--- src/rtl/mips_multicycle_control.sv ---
// ---------------------------------------------------------------------------
// mips_multicycle_control
//
// Main control unit of a multicycle MIPS processor. A Moore FSM steps through
// FETCH / DECODE and an opcode-dependent execution path, and drives every
// datapath control line from the current state alone.
//
// The control lines are held in a register. It is loaded with the decode of
// the *next* state, so it always equals decode(state). The outputs therefore
// stay a pure function of the state register and come glitch-free from flops.
//
// Optional feature (macro CONTROL_ADDI_EN):
//   When defined, opcode 001000 (addi) runs DECODE -> ADDIEX -> ADDIWB -> FETCH.
//   When undefined, addi is treated as an illegal opcode (DECODE -> FETCH).
//
// Ports:
//   clk          in   rising-edge clock
//   rst_n        in   asynchronous active-low reset (forces FETCH)
//   opcode[5:0]  in   instruction[31:26] from IR; sampled in DECODE and MEMADR
//   PCWriteCond  out  conditional PC write (branch)
//   PCWrite      out  unconditional PC write
//   IorD         out  memory address select: 0=PC, 1=ALUOut
//   MemRead      out  memory read enable
//   MemWrite     out  memory write enable
//   MemtoReg     out  register write data: 0=ALUOut, 1=MDR
//   IRWrite      out  instruction register load
//   RegDst       out  write register: 0=rt, 1=rd
//   RegWrite     out  register file write enable
//   ALUSrcA      out  ALU A: 0=PC, 1=A reg
//   ALUSrcB[1:0] out  ALU B: 00=B, 01=4, 10=sext imm, 11=sext imm<<2
//   ALUOp[1:0]   out  00=add, 01=sub, 10=funct-decoded
//   PCSource[1:0] out 00=ALU result, 01=ALUOut, 10=jump target
//   state[3:0]   out  current state (debug)
// ---------------------------------------------------------------------------
module mips_multicycle_control (
  input  logic       clk,
  input  logic       rst_n,
  input  logic [5:0] opcode,
  output logic       PCWriteCond,
  output logic       PCWrite,
  output logic       IorD,
  output logic       MemRead,
  output logic       MemWrite,
  output logic       MemtoReg,
  output logic       IRWrite,
  output logic       RegDst,
  output logic       RegWrite,
  output logic       ALUSrcA,
  output logic [1:0] ALUSrcB,
  output logic [1:0] ALUOp,
  output logic [1:0] PCSource,
  output logic [3:0] state
);

  // State encodings (fixed; visible on the debug port)
  localparam logic [3:0] S_FETCH  = 4'd0;
  localparam logic [3:0] S_DECODE = 4'd1;
  localparam logic [3:0] S_MEMADR = 4'd2;
  localparam logic [3:0] S_MEMRD  = 4'd3;
  localparam logic [3:0] S_MEMWB  = 4'd4;
  localparam logic [3:0] S_MEMWR  = 4'd5;
  localparam logic [3:0] S_EXEC   = 4'd6;
  localparam logic [3:0] S_RWB    = 4'd7;
  localparam logic [3:0] S_BRANCH = 4'd8;
  localparam logic [3:0] S_JUMP   = 4'd9;
`ifdef CONTROL_ADDI_EN
  localparam logic [3:0] S_ADDIEX = 4'd10;
  localparam logic [3:0] S_ADDIWB = 4'd11;
`endif

  // Opcodes recognised by the sequencer
  localparam logic [5:0] OP_RTYPE = 6'b000000;
  localparam logic [5:0] OP_LW    = 6'b100011;
  localparam logic [5:0] OP_SW    = 6'b101011;
  localparam logic [5:0] OP_BEQ   = 6'b000100;
  localparam logic [5:0] OP_J     = 6'b000010;
`ifdef CONTROL_ADDI_EN
  localparam logic [5:0] OP_ADDI  = 6'b001000;
`endif

  // Full set of datapath control lines, kept together so one register holds them
  typedef struct packed {
    logic       pc_write_cond;
    logic       pc_write;
    logic       i_or_d;
    logic       mem_read;
    logic       mem_write;
    logic       mem_to_reg;
    logic       ir_write;
    logic       reg_dst;
    logic       reg_write;
    logic       alu_src_a;
    logic [1:0] alu_src_b;
    logic [1:0] alu_op;
    logic [1:0] pc_source;
  } ctrl_t;

  // Control-line decode of one state; anything not set stays 0, including
  // the unused encodings.
  function automatic ctrl_t decode_ctrl(input logic [3:0] st);
    ctrl_t c;
    c = '0;
    case (st)
      S_FETCH: begin
        c.mem_read  = 1'b1;
        c.ir_write  = 1'b1;
        c.alu_src_b = 2'b01;
        c.pc_write  = 1'b1;
      end
      S_DECODE: begin
        c.alu_src_b = 2'b11;
      end
      S_MEMADR: begin
        c.alu_src_a = 1'b1;
        c.alu_src_b = 2'b10;
      end
      S_MEMRD: begin
        c.mem_read = 1'b1;
        c.i_or_d   = 1'b1;
      end
      S_MEMWB: begin
        c.mem_to_reg = 1'b1;
        c.reg_write  = 1'b1;
      end
      S_MEMWR: begin
        c.mem_write = 1'b1;
        c.i_or_d    = 1'b1;
      end
      S_EXEC: begin
        c.alu_src_a = 1'b1;
        c.alu_op    = 2'b10;
      end
      S_RWB: begin
        c.reg_dst   = 1'b1;
        c.reg_write = 1'b1;
      end
      S_BRANCH: begin
        c.alu_src_a     = 1'b1;
        c.alu_op        = 2'b01;
        c.pc_write_cond = 1'b1;
        c.pc_source     = 2'b01;
      end
      S_JUMP: begin
        c.pc_write  = 1'b1;
        c.pc_source = 2'b10;
      end
`ifdef CONTROL_ADDI_EN
      S_ADDIEX: begin
        c.alu_src_a = 1'b1;
        c.alu_src_b = 2'b10;
      end
      S_ADDIWB: begin
        c.reg_write = 1'b1;
      end
`endif
      default: begin
        c = '0;
      end
    endcase
    return c;
  endfunction

  logic [3:0] state_r;
  logic [3:0] next_state_s;
  ctrl_t      ctrl_r;

  // Next-state selection; opcode only matters in DECODE and MEMADR
  always_comb begin
    next_state_s = S_FETCH;
    case (state_r)
      S_FETCH: begin
        next_state_s = S_DECODE;
      end
      S_DECODE: begin
        case (opcode)
          OP_LW:    next_state_s = S_MEMADR;
          OP_SW:    next_state_s = S_MEMADR;
          OP_RTYPE: next_state_s = S_EXEC;
          OP_BEQ:   next_state_s = S_BRANCH;
          OP_J:     next_state_s = S_JUMP;
`ifdef CONTROL_ADDI_EN
          OP_ADDI:  next_state_s = S_ADDIEX;
`endif
          // Illegal opcode: skip the instruction without side effects
          default:  next_state_s = S_FETCH;
        endcase
      end
      S_MEMADR: begin
        if (opcode == OP_LW) begin
          next_state_s = S_MEMRD;
        end else if (opcode == OP_SW) begin
          next_state_s = S_MEMWR;
        end else begin
          next_state_s = S_FETCH;
        end
      end
      S_MEMRD:  next_state_s = S_MEMWB;
      S_MEMWB:  next_state_s = S_FETCH;
      S_MEMWR:  next_state_s = S_FETCH;
      S_EXEC:   next_state_s = S_RWB;
      S_RWB:    next_state_s = S_FETCH;
      S_BRANCH: next_state_s = S_FETCH;
      S_JUMP:   next_state_s = S_FETCH;
`ifdef CONTROL_ADDI_EN
      S_ADDIEX: next_state_s = S_ADDIWB;
      S_ADDIWB: next_state_s = S_FETCH;
`endif
      default:  next_state_s = S_FETCH;
    endcase
  end

  // State register; reset drops straight into FETCH regardless of clk
  always_ff @(posedge clk or negedge rst_n) begin
    if (!rst_n) begin
      state_r <= S_FETCH;
    end else begin
      state_r <= next_state_s;
    end
  end

  // Control register loaded with the decode of the state being entered, so
  // it tracks decode(state_r) exactly, including during reset.
  always_ff @(posedge clk or negedge rst_n) begin
    if (!rst_n) begin
      ctrl_r <= decode_ctrl(S_FETCH);
    end else begin
      ctrl_r <= decode_ctrl(next_state_s);
    end
  end

  assign state       = state_r;
  assign PCWriteCond = ctrl_r.pc_write_cond;
  assign PCWrite     = ctrl_r.pc_write;
  assign IorD        = ctrl_r.i_or_d;
  assign MemRead     = ctrl_r.mem_read;
  assign MemWrite    = ctrl_r.mem_write;
  assign MemtoReg    = ctrl_r.mem_to_reg;
  assign IRWrite     = ctrl_r.ir_write;
  assign RegDst      = ctrl_r.reg_dst;
  assign RegWrite    = ctrl_r.reg_write;
  assign ALUSrcA     = ctrl_r.alu_src_a;
  assign ALUSrcB     = ctrl_r.alu_src_b;
  assign ALUOp       = ctrl_r.alu_op;
  assign PCSource    = ctrl_r.pc_source;

endmodule

--- config.mk ---
export PLATFORM = sky130hd
export DESIGN_NAME = mips_multicycle_control
export DESIGN_NICKNAME = d
export VERILOG_FILES = /design/src/rtl/mips_multicycle_control.sv
export SDC_FILE = /design/constraint.sdc
export NUM_CORES = 1
export LEC_CHECK = 0
export ABC_AREA = 0
export CAP_MARGIN = 25
export CORE_MARGIN = 8
export CORE_UTILIZATION = 44
export DETAILED_ROUTE_END_ITERATION = 7
export PLACE_DENSITY = 0.77
export SYNTH_ARGS = -nofsm -noshare
export SYNTH_HDL_FRONTEND = slang
export SYNTH_SLANG_ARGS = --single-unit
--- constraint.sdc ---
create_clock -name clk -period 2.1 [get_ports clk]
set_clock_uncertainty 0.15 [all_clocks]
set_input_delay 0.42 -clock clk [delete_from_list [all_inputs] [get_ports clk]]
set_output_delay 0.42 -clock clk [all_outputs]
set_load 0.02 [all_outputs]
Yosys cells after proc, flatten, opt, wreduce, memory -nomap -nowiden
Cells that the tools add are included.
Widths: inputs -> output; s select.

operators by class
  multiplexer cells = 17
  equality and inequality tests = 17
  $add $sub $neg = 0
  order comparisons = 0
  bitwise logic cells = 0
  $mul = 0
  shifts and indexed selects = 0
  divide/modulo/power cells = 0
  reductions and logical operators = 9

operators with widths
  operator            count
  $eq 4x3->1 const B  5
  $pmux 4 s5          1
  $eq 4x2->1 const B  4
  $pmux 4 s4          1
  $eq 6x6->1 const B  2
  $mux 1              10
  $reduce_or 2->1     5
  $eq 4x1->1 const B  2
  $eq 4x4->1 const B  2
  $logic_not 4->1     2
  $pmux 2 s2          2
  $eq 6x2->1 const B  1
  $eq 6x3->1 const B  1
  $logic_not 6->1     1
  $mux 3              2
  $pmux 2 s3          1
  $reduce_or 3->1     1

word-level totals
  memories = 0
  output and inout bits = 20
  input bits = 8
  bits in latches = 0
  memory bits (read-only) = 0
  word-level logic and storage cells = 57
  register bits after elaboration = 20
  RAM bits = 0

Depth between registers and ports, before layout
Gate-level depths: netlist (run 1).

  word-level depth = 7
  depth in mapped cells = 6

Worst setup path after synthesis (run 1)
Ideal clock, no wire load.

  path type = reg2reg
  from = register state_r[0], in the netlist state[0]
  to = register ctrl_r, in the netlist ALUSrcB[1]
  stages on the path, launching flop included = 7
  buffers on the path = 1
  library setup time = 0.087 ns
  data required time = 1.863 ns
  setup slack = 0.178 ns
  data arrival time = 1.685 ns
  cell sequence = dfrtp_1 -> buf_2 -> nor4b_4 -> and4b_4 -> o21ai_2 -> a211o_1 -> a211oi_2

on the way
  word-level cells in the longest chain between the ends = 4
  elaborated cells on any way between the ends = 10

ends and longest elaborated chain
  item                                      RTL line  text
  start: declaration                        163       logic [3:0] state_r;
  start signal: assignment                  217       state_r <= next_state_s;
  $eq 4x3->1, or another cell as far along  170       case (state_r)
  $pmux 4 s5 *                              170
  $eq 4x2->1, or another cell as far along  103       case (st)
  $pmux 2 s3 *                              103
  end signal: assignment                    225       ctrl_r <= decode_ctrl(S_FETCH);
  end signal: assignment                    227       ctrl_r <= decode_ctrl(next_state_s);
  end: declaration                          165       ctrl_t ctrl_r;

Every way passes the cells marked *; elsewhere a longest branch is shown, timed or not.

Worst setup path after layout (run 1)
  from = input opcode[5]
  to = register ctrl_r, in the netlist ALUSrcB[1]

on the way
  word-level cells in the longest chain between the ends = 6
  elaborated cells on any way between the ends = 14

ends and longest elaborated chain
  item                                                 RTL line       text
  start: declaration                                   38             input logic [5:0] opcode,
  $eq 6x6->1 (on tied branches)                        175, 189, 191
  $reduce_or 2->1 (no line) or $mux 3 (tied branches)  n/a
  $pmux 4 s4 or $mux 3 (tied branches)                 175, 189
  $pmux 4 s5 *                                         170
  named net next_state_s[2]                            164            logic [3:0] next_state_s;
  $eq 4x2->1, or another cell as far along             103
  $pmux 2 s3 *                                         103

Mark *: on every way through the listed nets, which the timed path passes. The rest lies on a longest branch.

==> flow_metrics.tcl, run 1 <==
set metrics [dict create \
    ys.flop_type "dfrtp_1" \
    drv_cap 0 \
    initial_core_util_pct 45.4 \
    diodes 0 \
    power.total_mw 1.11 \
    crit_path_start "opcode[5]" \
    dpl_cell_area_um2 1230 \
    io_buffer_count 27 \
    ctsRootBufferMaster "clkbuf_4" \
    max_freq_mhz 491 \
    cp-start-kind "primary input" \
    wl_mm 2.02 \
    yosys.cell_types.count 34 \
    status "completed" \
    syn_nets 86 \
    cts_hold_buf 0 \
    insertion_delay_ns 0.30 \
    worst_pin_slew_ns 0.349 \
    pre_cts_ws_ns -0.253 \
    nets 126 \
    synth.area.top_cells "dfrtp_1 (43%), dfstp_2 (12%), nand2b_1 (3.6%)" \
    cts_tree "done" \
    antenna_left 0 \
    setup_viol 0 \
    yosys_warnings 0 \
    cp-endpoint "ALUSrcB[1]$_DFF_PN0_" \
    areaGrowthSynthToFinish_pct 49.0 \
    grt_max_degree 20 \
    nFillCells 155 \
    seq_area_frac_synth_pct 55.0 \
    clock_sink_count 19 \
    worstPathRequired_ns 2.13 \
    place_hpwl_mm 1.53 \
    finalHoldViolCount 0 \
    r2r_slack_ns 0.24 \
    overflow 0 \
    io_pins 28 \
    grt_pass1_wl_mm 3.12 \
    fin_ws_ns 0.0626 \
    powerDensity_nw_per_um2 854 \
    relSlewSlack_pct 76.5 \
    cts_made_buffers 3 \
    clock_path_buffers 2 \
    syn_area_um2 873 \
    antenna_found_initial 0 \
    cts.htree.levels 1 \
    synth_top_area_cell "dfrtp_1" \
    synthMostInstantiatedCell "dfrtp_1" \
    timing.rr.start "state[1]$_DFF_PN0_" \
    r2r_end "ALUSrcB[1]$_DFF_PN0_" \
    synth.top_cells.by_count "dfrtp_1 (15), nor2_1 (6), inv_1 (5), nand2b_1 (5), dfstp_2 (4)" \
    vias_per_cell 4.99 \
    finalHoldWorstSlack_ns 0.281 \
    fin_cells 144 \
    fp.dieH_um 60.6 \
    grt_pass1_vias 683 \
    die_x_um 60.6 \
    synthCells 78 \
    avgSynthCellArea_um2 11.2 \
    hp-class "primary input to async pin" \
    dp.cells 139 \
    ir_drop_mv 0.463 \
    placementRows 16 \
    clk_pin_slew_ns 0.11 \
    synth-edff-count 0 \
    die_area_um2 3670 \
    initialDrtViolationCount 9 \
    globalplace.congestion 0.952 \
    drive_gt1_share_pct 28.2 \
    crit_arrival_ns 2.07 \
    synth_top_area_share_pct 43.0 \
    fin_area_um2 1300 \
    p_leak_nw 0.573 \
    setup-tns-final_ns 0 \
    drc 0 \
    wl_per_cell_um 14.0 \
    drv_slew 0 \
    core_area_um2 1920 \
    rsz0062_at_grt "yes" \
    ys_async_sr_fraction_pct 100 \
    cp_max_fo 3 \
    rr_worst_depth 5 \
    utilization_pct 67.7 \
    min_period_ns 2.04 \
    grt_use_total_pct 11.3 \
    vias 719 \
    fin_crit_sh_pct 97.0 \
    crit_type "primary input to register" \
    end_kind "register" \
    first_pass_iters 4 \
    ys_seq_elements 19 \
]
worst max-delay path: stages:
cell             delay [ns]
clkdlybuf4s50_1        0.44
or3_4                  0.37
nor4_4                 0.25
buf_4                  0.15
o21ai_0                0.09
nor3_2                 0.16
buf_4                  0.15
a211oi_2               0.03
what timing repair did:
action | CTS | global route
buffers inserted | 0 | 1
endpoints found under the setup margin | 0 | 6
gates resized for setup | 0 | 9
sequential cells by signal, indices dropped and copies added, names as in the netlist:
signal,flops
state,4
IorD,1
MemWrite,1
RegDst,1
MemtoReg,1
ALUSrcA,1
RegWrite,1
ALUSrcB,2
IRWrite,1
ALUOp,2
PCSource,2
MemRead,1
PCWrite,1
how the worst min path moves through the flow:
| stage | from | to | slack [ns] | cells past startpoint |
|---|---|---|---|---|
| floorplan | rst_n | ALUOp[0]$_DFF_PN0_ | -0.03 | 0 |
| global placement | state[3]$_DFF_PN0_ | state[1]$_DFF_PN0_ | 0.48 | 1 |
| detailed placement | state[3]$_DFF_PN0_ | state[1]$_DFF_PN0_ | 0.48 | 1 |
| CTS | rst_n | state[2]$_DFF_PN0_ | 0.29 | 2 |
| global route | rst_n | RegWrite$_DFF_PN0_ | 0.30 | 2 |
| finish | rst_n | PCSource[1]$_DFF_PN0_ | 0.28 | 2 |
metal layers:
metal	wire length (um)	up-vias	global-route usage, %
met2	1010	26	18.6
met5	0	-	0
met1	874	334	13.6
met3	94	4	0.847
li1	-	355	-
met4	35	0	7.97
report_power, final:
group / total, mW / internal (mW) / switching, mW / leakage, nW
Combinational: 0.442 / 0.227 / 0.215 / 0.313
Sequential: 0.487 / 0.444 / 0.0431 / 0.242
Clock: 0.182 / 0.0710 / 0.111 / 0.0177
final cells by class:
type | count | area [um^2] | area share, %
Timing Repair Buffer | 38 | 360 | 27.7
Sequential cell | 19 | 484 | 37.2
Inverter | 6 | 22.5 | 1.73
Tap cell | 27 | 33.8 | 2.60
Multi-Input combinational cell | 50 | 373 | 28.7
Clock inverter | 1 | 5.00 | 0.385
Clock buffer | 3 | 22.5 | 1.73
cell usage in the layout (no fill, tap or decap), types with 2 or more instances in the layout:
master / instances
and2_1: 3
nor3_2: 2
buf_4: 11
o21ai_0: 2
dlymetal6s2s_1: 3
nand2b_1: 5
nand2_1: 3
dfrtp_2: 3
clkbuf_4: 3
a21oi_1: 3
o22ai_1: 2
dfstp_2: 4
nor3b_1: 3
clkdlybuf4s50_1: 24
inv_1: 5
or3_1: 2
dfrtp_1: 12
nor2_1: 6
cells by family after synthesis:
family,Yosys count,share of synthesized area [%]
xor gates and xnor gates,1,1.00
AOI/OAI and AO/OA,17,14.3
buffers and inverters,9,4.58
DFF,19,55.0
and+or+nand+nor,32,25.1
Power figures use the tool's default switching activity.
==> inputs of run 2 (changes only) <==
--- a/config.mk
+++ b/config.mk
@@ -10,7 +10,8 @@
 export CORE_MARGIN = 8
 export CORE_UTILIZATION = 44
 export DETAILED_ROUTE_END_ITERATION = 7
-export PLACE_DENSITY = 0.77
+export PLACE_DENSITY_LB_ADDON = 0.05
+export REMOVE_ABC_BUFFERS = 1
 export SYNTH_ARGS = -nofsm -noshare
 export SYNTH_HDL_FRONTEND = slang
 export SYNTH_SLANG_ARGS = --single-unit
==> flow_metrics.tcl, run 2 (synthesized netlist as in run 1, its figures left out) <==
set metrics [dict create \
    setup_viol 0 \
    insertion_delay_ns 0.31 \
    io_pins 28 \
    max_freq_mhz 489 \
    io_buffer_count 27 \
    worst_pin_slew_ns 0.359 \
    areaGrowthSynthToFinish_pct 48.4 \
    powerDensity_nw_per_um2 866 \
    cp-start-kind "register" \
    grt.met3_usage_pct 2.97 \
    cts_hold_buf 0 \
    ir_drop_mv 0.585 \
    path_cells "clkdlybuf4s50_1" \
    crit_buf_inv 1 \
    grt_pass1_vias 725 \
    clk_pin_slew_ns 0.11 \
    clock_sink_count 19 \
    p_sw_uw 379 \
    globalplace.congestion 0.882 \
    antenna_found_initial 0 \
    initial_core_util_pct 45.4 \
    overflow 0 \
    dp.cells 141 \
    cts.htree.levels 1 \
    fp.dieH_um 60.6 \
    share_comb_of_total_power_pct 39.6 \
    end_kind "output pin" \
    clock_path_buffers 2 \
    grt_pass1_wl_mm 3.38 \
    grt_max_degree 20 \
    rsz0062_at_grt "no" \
    critPathSlowestCell "clkdlybuf4s50_1" \
    pre_cts_ws_ns -0.230 \
    drive_gt1_share_pct 27.1 \
    core_area_um2 1920 \
    p_sw_share_pct 33.7 \
    grt_use_total_pct 12.8 \
    cts_made_buffers 3 \
    fin_ws_ns 0.0542 \
    clkPwrFrac_pct 16.8 \
    hp-class "primary input to async pin" \
    diodes 0 \
    drv_slew 0 \
    wl_per_cell_um 14.5 \
    finalHoldViolCount 0 \
    status "completed" \
    nFillCells 171 \
    placementRows 16 \
    fin_cells 145 \
    cts_tree "done" \
    vias 737 \
    first_pass_iters 4 \
    power.internal_uw 744 \
    mostFrequentLayoutCell "clkdlybuf4s50_1" \
    cpPeakStageDelay_ns 0.66 \
    cp_max_fo 6 \
    ctsRootBufferMaster "clkbuf_4" \
    vias_per_cell 5.08 \
    postCtsSetupRepairBufs 0 \
    p_leak_nw 0.550 \
    crit_type "register to output pin" \
    drc 0 \
    path_delay_family "buffers and inverters" \
    mostFrequentLayoutCells "clkdlybuf4s50_1 (26), dfrtp_1 (13), buf_4 (12)" \
    crit_arrival_ns 1.48 \
    met2_usage_pct 21.8 \
    place_hpwl_mm 1.65 \
    die_area_um2 3670 \
    p_seq_share_pct 43.6 \
    utilization_pct 67.4 \
    min_period_ns 2.05 \
    power.total_mw 1.12 \
    initialDrtViolationCount 20 \
    drv_cap 0 \
    worstPathRequired_ns 1.53 \
    nets 127 \
    relSlewSlack_pct 75.8 \
    busiest_layer "met2" \
    grt_use_met1_pct 14.0 \
    die_x_um 60.6 \
    antenna_left 0 \
    wl_mm 2.10 \
    largest_reg_flops 4 \
    fin_crit_sh_pct 97.4 \
]
[run 2: cell count changes in the layout (fill, tap and decap cells not counted), sizes merged]
cell and change:
buf +1, clkdlybuf4s50 +2, dlymetal6s2s -2
[run 2: final cells by class]
cell class	count	area [um^2]	share of cell area (%)
well taps	27	33.8	2.61
inverters	6	22.5	1.74
multi-input cells	50	367	28.3
clock buffers	3	22.5	1.74
clock inverters	1	5.00	0.386
flip-flops and latches	19	483	37.3
repair buffers	39	363	28.0
[run 2: repair_timing]
action / CTS / global route
gates cloned: 0 / 0
resized for setup: 1 / 4
endpoints found under the setup margin: 1 / 3
pin swaps: 0 / 1
[run 2: final timing paths]
path | startpoint | endpoint | slack [ns] | cells after the start
min in group clk | opcode[0] | ALUOp[0]$_DFF_PN0_ | 0.37 | 4
worst max register to register | state[1]$_DFF_PN0_ | ALUSrcB[1]$_DFF_PN0_ | 0.23 | 5
max in group asynchronous | rst_n | PCWrite$_DFF_PN1_ | 1.26 | 2
worst min-delay path | rst_n | RegDst$_DFF_PN0_ | 0.28 | 2
worst max-delay path | state[3]$_DFF_PN0_ | state[3] | 0.05 | 1
worst min register to register | state[3]$_DFF_PN0_ | state[1]$_DFF_PN0_ | 0.50 | 1
[run 2: metrics by stage]
step | hold slack, ns | instance area [um^2] | setup TNS (ns)
floorplan | -0.0256 | 856 | 0
global placement | 0.494 | 1250 | -0.850
detailed placement | 0.489 | 1250 | -1.00
CTS | 0.279 | 1280 | 0
global route | 0.306 | 1300 | 0
finish | 0.275 | 1300 | 0
[run 2: layer usage]
metal  vias up  wire length, um
li1        358                -
met3         5              111
met5         -                0
met2        21             1040
met1       353              892
met4         0               57
[run 2: power by group through the flow]
stage | Sequential [mW] | Clock [mW] | Combinational, mW
floorplan | 0.563 | 0 | 0.167
global placement | 0.492 | 0 | 0.437
detailed placement | 0.494 | 0 | 0.446
CTS | 0.489 | 0.194 | 0.449
global route | 0.499 | 0.207 | 0.477
finish | 0.490 | 0.189 | 0.444
==> inputs of run 3 (changes only) <==
--- a/config.mk
+++ b/config.mk
@@ -9,9 +9,11 @@
 export CAP_MARGIN = 25
 export CORE_MARGIN = 8
 export CORE_UTILIZATION = 44
+export CTS_CLUSTER_SIZE = 8
 export DETAILED_ROUTE_END_ITERATION = 7
 export PLACE_DENSITY_LB_ADDON = 0.05
 export REMOVE_ABC_BUFFERS = 1
+export SETUP_SLACK_MARGIN = 0.1
 export SYNTH_ARGS = -nofsm -noshare
 export SYNTH_HDL_FRONTEND = slang
 export SYNTH_SLANG_ARGS = --single-unit
==> flow_metrics.tcl, run 3 (synthesized netlist as in run 1, its figures left out) <==
set metrics [dict create \
    vias_per_cell 5.12 \
    areaGrowthSynthToFinish_pct 51.7 \
    clock_path_buffers 2 \
    placementRows 16 \
    cts.htree.levels 1 \
    ir_drop_mv 0.567 \
    first_pass_iters 4 \
    cts_made_buffers 3 \
    overflow 0 \
    pre_cts_ws_ns -0.230 \
    cpPeakStageDelay_ns 0.40 \
    largest_reg_flops 4 \
    grt_use_total_pct 12.8 \
    ctsRootBufferMaster "clkbuf_4" \
    nFillCells 160 \
    setup_viol 0 \
    setup-tns-final_ns 0 \
    cts_tree "done" \
    io_pins 28 \
    worstPathRequired_ns 2.13 \
    cts_hold_buf 0 \
    wl_per_cell_um 14.5 \
    antenna_found_initial 0 \
    globalplace.congestion 0.882 \
    fin_ws_ns 0.173 \
    crit_arrival_ns 1.96 \
    powerDensity_nw_per_um2 830 \
    grt_pass1_wl_mm 3.38 \
    cp-start-kind "primary input" \
    critPathSlowestCell "or3_1" \
    end_kind "register" \
    insertion_delay_ns 0.31 \
    antenna_left 0 \
    nets 128 \
    cp_max_fo 3 \
    fin_crit_sh_pct 91.8 \
    place_hpwl_mm 1.65 \
    r2r_slack_ns 0.23 \
    drv_slew 0 \
    drv_cap 0 \
    core_area_um2 1920 \
    vias 747 \
    fp.dieH_um 60.6 \
    drc 0 \
    wl_mm 2.12 \
    die_area_um2 3670 \
    diodes 0 \
    mostFrequentLayoutCells "clkdlybuf4s50_1 (15), dfrtp_1 (13), buf_4 (13)" \
    min_period_ns 1.93 \
    crit_type "primary input to register" \
    initial_core_util_pct 45.4 \
    rsz0062_at_grt "no" \
    mostFrequentLayoutCell "clkdlybuf4s50_1" \
    hp-class "primary input to async pin" \
    finalHoldViolCount 0 \
    clk_pin_slew_ns 0.11 \
    max_freq_mhz 519 \
    io_buffer_count 27 \
    p_leak_nw 0.635 \
    worst_pin_slew_ns 0.362 \
    drive_gt1_share_pct 29.4 \
    grt_max_degree 20 \
    initialDrtViolationCount 17 \
    relSlewSlack_pct 75.6 \
    path_cells "dlygate4sd2_1, or3_1, nor4_1, buf_4, o21ai_1, nor3_2, a211oi_2" \
    status "completed" \
    die_x_um 60.6 \
    clock_sink_count 19 \
    grt_pass1_vias 726 \
]
==> run 3: critical path, delay by kind of cell <==
kind | cells | cell delay (ns)
compound gates | 2 | 0.13
buf+inv | 2 | 0.45
simple gates | 3 | 0.95
==> run 3: timing repair <==
| action | in CTS | in global routing |
|---|---|---|
| buffers inserted | 0 | 1 |
| pin swaps | 1 | 5 |
| resized for setup | 9 | 11 |
| endpoints found under the setup margin | 8 | 9 |
==> run 3: cell type report <==
type	count	area [um^2]	area share [%]
multi-input combinational	50	383	28.9
tap	27	33.8	2.55
inverter	6	22.5	1.70
timing repair buffer	40	375	28.3
clock buffer	3	22.5	1.70
sequential	19	483	36.4
clock inverter	1	5.00	0.378
==> run 3: layer usage <==
layer  GRT usage, %  part of all wire (%)
met1           13.8                    42
met2           22.0                    51
met3           2.97                   4.9
met4           7.97                   1.7
met5              0                     0
==> run 3: path summary, 6_finish.rpt <==
check                                   start                   end  cells past startpoint
max reg2reg                state[1]$_DFF_PN0_  ALUSrcB[1]$_DFF_PN0_                      5
max in group asynchronous               rst_n     PCWrite$_DFF_PN1_                      2
min                                     rst_n      RegDst$_DFF_PN0_                      2
min in group clk                    opcode[3]     MemRead$_DFF_PN1_                      3
min reg2reg                state[3]$_DFF_PN0_    state[1]$_DFF_PN0_                      1
max                                 opcode[0]  ALUSrcB[1]$_DFF_PN0_                      7
==> run 3: per-stage QoR <==
| stage | instances | power (mW) | hold slack, ns | util (%) | instance area [um^2] |
|---|---|---|---|---|---|
| floorplan | 75 | 0.730 | -0.0256 | - | 856 |
| global placement | 141 | 0.929 | 0.494 | 65.0 | 1250 |
| detailed placement | 141 | 0.940 | 0.489 | 65.0 | 1250 |
| CTS | 145 | 1.11 | 0.279 | 66.7 | 1280 |
| global route | 146 | 1.16 | 0.306 | 68.9 | 1330 |
| finish | 146 | 1.10 | 0.276 | 68.9 | 1330 |
==> run 3: power breakdown <==
group | internal, mW | switching, mW
combinational | 0.202 | 0.218
sequential | 0.444 | 0.0469
clock | 0.0713 | 0.117
